## config.mk

```make
export PLATFORM = sky130hd
export DESIGN_NAME = dmem_arbiter
export DESIGN_NICKNAME = d
export VERILOG_FILES = /design/src/rtl/dmem_arb_pkg.sv /design/src/rtl/dmem_arb_pick.sv /design/src/rtl/dmem_arbiter.sv
export SDC_FILE = /design/constraint.sdc
export NUM_CORES = 1
export LEC_CHECK = 0
export ABC_CLOCK_PERIOD_IN_PS = 2950
export CAP_MARGIN = 15
export CORE_AREA = 2 2 122 124
export CTS_CLUSTER_SIZE = 24
export DETAILED_ROUTE_END_ITERATION = 16
export DIE_AREA = 0 0 124 126
export GPL_ROUTABILITY_DRIVEN = 0
export GPL_TIMING_DRIVEN = 0
export PLACE_DENSITY_LB_ADDON = 0.25
export SETUP_SLACK_MARGIN = 0.02
export SLEW_MARGIN = 15
export SYNTH_ARGS = -nofsm -noshare
export SYNTH_HDL_FRONTEND = slang
export SYNTH_SLANG_ARGS = --single-unit
```

## constraint.sdc

```tcl
create_clock -name clk -period 2.95 [get_ports clk]
set_input_delay 0.4425 -clock clk [delete_from_list [all_inputs] [get_ports clk]]
set_output_delay 0.4425 -clock clk [all_outputs]
set_load 0.01 [all_outputs]
```

## src/rtl/dmem_arb_pkg.sv

```systemverilog
// Shared types and helpers for the data-memory arbiter.
// Holds funct3 access codes, the grant-owner state and the legality check.
package dmem_arb_pkg;

  localparam logic [2:0] RW_B  = 3'b000;
  localparam logic [2:0] RW_H  = 3'b001;
  localparam logic [2:0] RW_W  = 3'b010;
  localparam logic [2:0] RW_BU = 3'b100;
  localparam logic [2:0] RW_HU = 3'b101;

  typedef enum logic [1:0] {
    IDLE,
    OWN0,
    OWN1
  } arb_state_e;

  // Unsigned sizes only make sense for loads
  function automatic logic rw_legal(
    input logic       we,
    input logic [2:0] rw
  );
    logic st_ok;
    st_ok = rw inside {RW_B, RW_H, RW_W};
    return we ? st_ok : (st_ok || (rw inside {RW_BU, RW_HU}));
  endfunction

endpackage

```

## src/rtl/dmem_arb_pick.sv

```systemverilog
// Round-robin grant decision with bounded bus lock for requester 1.
// Tracks the last owner and how long requester 0 has been held off.
module dmem_arb_pick
  import dmem_arb_pkg::*;
#(
  parameter int MAX_LOCK = 15
) (
  input  logic       clk,
  input  logic       rst,
  input  logic       req0,
  input  logic       req1,
  input  logic       lock1,
  output logic [1:0] gnt
);

  arb_state_e state;
  logic       last;
  logic [3:0] lock_cnt;
  logic       lock_hit;

  assign lock_hit = (state == OWN1) && lock1 && req1
                 && (lock_cnt < 4'(MAX_LOCK));

  always_comb begin
    gnt = 2'b00;
    if (!rst) begin
      unique case (1'b1)
        req0 && !req1: gnt = 2'b01;
        req1 && !req0: gnt = 2'b10;
        req0 && req1:  gnt = (lock_hit || !last) ? 2'b10 : 2'b01;
        default:       gnt = 2'b00;
      endcase
    end
  end

  always_ff @(posedge clk or posedge rst) begin
    if (rst) begin
      state    <= IDLE;
      last     <= 1'b1;
      lock_cnt <= '0;
    end else begin
      unique case (1'b1)
        gnt[0]: begin
          state <= OWN0;
          last  <= 1'b0;
        end
        gnt[1]: begin
          state <= OWN1;
          last  <= 1'b1;
        end
        default: state <= IDLE;
      endcase
      // Count every grant that keeps a waiting requester 0 off the bus
      if (gnt[1] && lock1 && req0)
        lock_cnt <= (lock_cnt == 4'(MAX_LOCK)) ? lock_cnt
                                               : lock_cnt + 4'd1;
      else
        lock_cnt <= '0;
    end
  end

endmodule

```

## src/rtl/dmem_arbiter.sv

```systemverilog
// Shares the data-memory port between the LSU and a DMA/debug loader.
// Muxes the granted access, filters illegal sizes, registers load data.
module dmem_arbiter
  import dmem_arb_pkg::*;
#(
  parameter int ADDR_W   = 32,
  parameter int DATA_W   = 32,
  parameter int MAX_LOCK = 15
) (
  input  logic              clk,
  input  logic              rst,
  input  logic              m0_req,
  input  logic              m0_we,
  input  logic [ADDR_W-1:0] m0_addr,
  input  logic [2:0]        m0_rw_type,
  input  logic [DATA_W-1:0] m0_wdata,
  input  logic              m1_req,
  input  logic              m1_we,
  input  logic [ADDR_W-1:0] m1_addr,
  input  logic [2:0]        m1_rw_type,
  input  logic [DATA_W-1:0] m1_wdata,
  input  logic              m1_lock,
  output logic              m0_gnt,
  output logic              m1_gnt,
  output logic              m0_rvalid,
  output logic              m1_rvalid,
  output logic [DATA_W-1:0] m0_rdata,
  output logic [DATA_W-1:0] m1_rdata,
  output logic              m0_err,
  output logic              m1_err,
  output logic              mem_W_en,
  output logic              mem_R_en,
  output logic [ADDR_W-1:0] mem_addr,
  output logic [2:0]        mem_RW_type,
  output logic [DATA_W-1:0] mem_WD,
  input  logic [DATA_W-1:0] mem_RD
);

  logic [1:0]        gnt;
  logic              any_gnt;
  logic              sel_we;
  logic [2:0]        sel_rw;
  logic              legal;
  logic [DATA_W-1:0] rdata;

  dmem_arb_pick #(
    .MAX_LOCK(MAX_LOCK)
  ) u_pick (
    .clk  (clk),
    .rst  (rst),
    .req0 (m0_req),
    .req1 (m1_req),
    .lock1(m1_lock),
    .gnt  (gnt)
  );

  assign m0_gnt  = gnt[0];
  assign m1_gnt  = gnt[1];
  assign any_gnt = |gnt;

  assign sel_we = gnt[1] ? m1_we      : m0_we;
  assign sel_rw = gnt[1] ? m1_rw_type : m0_rw_type;
  assign legal  = rw_legal(sel_we, sel_rw);

  assign mem_W_en    = any_gnt && legal && sel_we;
  assign mem_R_en    = any_gnt && legal && !sel_we;
  assign mem_addr    = !any_gnt ? '0 : gnt[1] ? m1_addr  : m0_addr;
  assign mem_WD      = !any_gnt ? '0 : gnt[1] ? m1_wdata : m0_wdata;
  assign mem_RW_type = any_gnt ? sel_rw : 3'b000;

  // One response register shared by both requesters
  always_ff @(posedge clk or posedge rst) begin
    if (rst) begin
      m0_rvalid <= 1'b0;
      m1_rvalid <= 1'b0;
      m0_err    <= 1'b0;
      m1_err    <= 1'b0;
      rdata     <= '0;
    end else begin
      m0_rvalid <= gnt[0] && mem_R_en;
      m1_rvalid <= gnt[1] && mem_R_en;
      m0_err    <= gnt[0] && !legal;
      m1_err    <= gnt[1] && !legal;
      if (mem_R_en)
        rdata <= mem_RD;
    end
  end

  assign m0_rdata = rdata;
  assign m1_rdata = rdata;

endmodule
```

==> key figures <==
Floorplan
  • Placement Rows: 44
  • Die Ht: 126 um
  • Die area: 0.0156 mm^2
  • Floorplan core area: 0.0143 mm^2
  • IO Pins: 312
  • Die width: 124 um
  • Starting Density: 22.6%

Drt
  • Met3 routed WL: 1.78 mm
  • DR vias/cell: 4.47
  • Vias: 4,015
  • WL/cell: 16.8 um
  • Post-route ant nets: 0
  • Iteration-0 DRC Markers: 129
  • Routed length on met1: 5.26 mm
  • First-pass DRT Iterations: 4
  • Top Metal Used: met4
  • Final wirelength: 15.1 mm
  • DRC violations left: 0
  • Total length of routed met2 wires: 7.72 mm

Place
  • Detail Placement HPWL: 12.6 mm
  • I/O Buffers: 311
  • Placed cells: 884

Yosys
  • Syn Inst Count: 389
  • Sequential element share of the synthesized area: 33.2%
  • Syn_nets: 563
  • Synth Warn #: 0
  • Top cell type by total area after synthesis: dfrtp_1
  • Syn avg cell area: 8.33 um^2
  • Post-synth EDFFs: 0
  • Post-synth ARST share: 100%
  • Top cells by area, synth: dfrtp_1 32%, nor2_1 16%, a211oi_1 15%
  • Synth top area share: 32.4%
  • Primary FF master, synth: dfrtp_1
  • Netlist cell types: 33
  • Seq cells post-synth: 43
  • Synth Cell Area: 0.00324 mm^2

Clock tree
  • H-tree Lvls: 2
  • Clk sinks: 43
  • Clk Latency, worst-skew pair: 0.28 ns
  • Root Buffer: clkbuf_16
  • Worst-path clk slew: 0.06 ns
  • Cts bufs inserted: 5
  • CTS hold repair buffers: 0
  • CTS tree: built
  • Clock buffer depth: 2

Worst setup path
  • Max FO, Critical Path: 10
  • Req. time, crit path: 2.51 ns
  • Delay-heaviest family, CP: buffers and inverters
  • Crit end category: output pin
  • CP Buf/Inv Count: 5
  • Reg2Reg Setup Slack: 0.42 ns
  • RR Endpoint: m0_rdata[16]$_DFFE_PP0P_
  • Reg2Reg Depth: 11
  • Ordered cell list for the critical path: clkdlybuf4s50_1 > and4b_1 > a22o_1 > buf_6 > clkbuf_8 > clkbuf_2 > a211oi_2 > clkdlybuf4s15_2
  • Slowest Stage Delay on Critical Path: 0.46 ns
  • Setup CP Type: input pin to output pin
  • Worst endpoint data arrival time: 2.39 ns
  • Worst path slowest cell: clkdlybuf4s50_1
  • Worst flop-to-flop path startpoint: u_pick.lock_cnt[0]$_DFFE_PP0P_
  • CP Launch Type: input pin

STA
  • Setup TNS: 0 ns
  • Max-slew violation count: 0
  • RSZ-0062 raised after global routing: yes
  • Worst Skew: 0.00451 ns
  • Slew at the pin closest to its max-slew limit: 0.663 ns
  • Tmin final: 2.84 ns
  • Fin. Hold Viols: 0
  • Fmax: 0.352 GHz
  • Fin crit share: 96.2%
  • Final setup viols: 0
  • Headroom to the max-slew limit: 55.3%

GRT
  • First-pass GRT wire length: 22.0 mm
  • Total GRT Usage: 18.4%
  • Initial antenna violation count: 0
  • Grt total ovfl: 0
  • Largest net degree at the start of global routing: 24
  • Vias in the first global route: 3,989

Power
  • Maximum VDD drop: 0.262 mV
  • Total Power: 3.27 mW
  • PwrDens: 481 mW/mm^2
  • Pleak: 3.04 nW

Layout
  • Final Non-Filler Cells: 898
  • # diodes: 0
  • Commonest non-fill, non-tap cell in the layout: clkdlybuf4s50_1
  • Area growth, synth to finish: 110%
  • Fin util: 47.5%
  • Nets: 887
  • Most frequent cells in the layout: 239 x clkdlybuf4s50_1, 137 x nor2_1, 50 x a211oi_1, 42 x dfrtp_1, 41 x buf_4
  • Layout cell share with drive strength beyond 1: 22.1%

Job
  • Max_cap viols: 0

Outcome
  • Status: completed

Worst hold path
  • Hold crit path type: input pin to async pin
-- how the worst max path moves through the flow --
| stage | start | to | slack (ns) | cells after the start |
|---|---|---|---|---|
| 2_1_floorplan | rst | mem_WD[22] | 0.27 | 5 |
| 4_1_cts | m1_lock | mem_RW_type[1] | 0.03 | 9 |
| 3_5_place_dp | rst | mem_WD[22] | -1.90 | 7 |
| 6_report | m1_lock | mem_addr[1] | 0.11 | 8 |
| 3_3_place_gp | rst | mem_WD[22] | -1.83 | 7 |
| 5_1_grt | m1_lock | mem_WD[17] | 0.02 | 9 |
-- final cells by class --
cell class                      count  area (um^2)
Fill cell                        1389         7510
Timing Repair Buffer              315         2980
Multi-Input combinational cell    278         1850
Timing Repair inverter              2         12.5
Buffer                             64          439
Inverter                            4         21.3
Clock inverter                      2         60.1
Tap cell                          184          230
Sequential cell                    43         1080
Clock buffer                        6          129
-- state kept, by name, summed over array words and instances (netlist names) --
name             cells
u_pick.last          1
m1_err               1
m0_err               1
u_pick.state         2
u_pick.lock_cnt      4
m0_rvalid            1
m1_rvalid            1
m0_rdata            32
-- where the power goes --
part | internal, mW | switching (mW)
registers | 0.726 | 0.115
logic | 1.10 | 0.624
clock network | 0.485 | 0.219
-- kinds of logic (layout without fill, tap and decap cells) --
| family | count (synthesis) | in the layout | share of synthesized area [%] |
|---|---|---|---|
| compound gates | 79 | 79 | 18.2 |
| buf+inv | 68 | 393 | 12.3 |
| xor+xnor | 1 | 1 | 0.270 |
| flops | 43 | 43 | 33.2 |
| mux | 34 | 34 | 15.5 |
| fa+ha+maj | 1 | 1 | 0.386 |
| simple gates | 163 | 163 | 20.1 |
-- worst register-to-register path, stage by stage (launching register included) --
cell,delay [ns]
dfrtp_1,0.40
ha_2,0.24
nand3_2,0.14
a22o_1,0.24
buf_6,0.14
nand2_4,0.14
inv_4,0.08
o2111ai_4,0.23
buf_4,0.16
buf_4,0.14
buf_6,0.19
mux2_4,0.32
-- layer usage --
metal | vias to the layer above | GRT usage [%]
met1 | 1839 | 18.5
li1 | 1956 | -
met2 | 198 | 34.2
met3 | 22 | 7.74
met4 | 0 | 4.76
met5 | - | 0
-- synth_stat cells (2+ instances only) --
cell	count
clkbuf_1	27
dfrtp_1	42
mux2_2	3
buf_4	32
buf_6	3
a211oi_1	65
a21oi_1	6
nand2_1	15
nor2_1	137
nand4b_1	2
o21ai_0	2
inv_1	3
mux2_4	29
nand3_1	3
nor3_1	2
-- per-stage QoR --
stage          area (um^2)  setup WS, ns  hold WS [ns]
6_report              6800         0.113         0.439
4_1_cts               6840        0.0307         0.480
3_3_place_gp          6590         -1.83         0.456
5_1_grt               6800        0.0199         0.501
2_1_floorplan         3250         0.274         0.447
3_5_place_dp          6590         -1.90         0.480
-- repair_timing --
item                       CTS  global route
pin swaps                    2             0
resized for setup          148            99
setup buffers                4             0
gates cloned                 2             0
setup endpoints to repair  104            56
(Power assumes the default switching activity.)
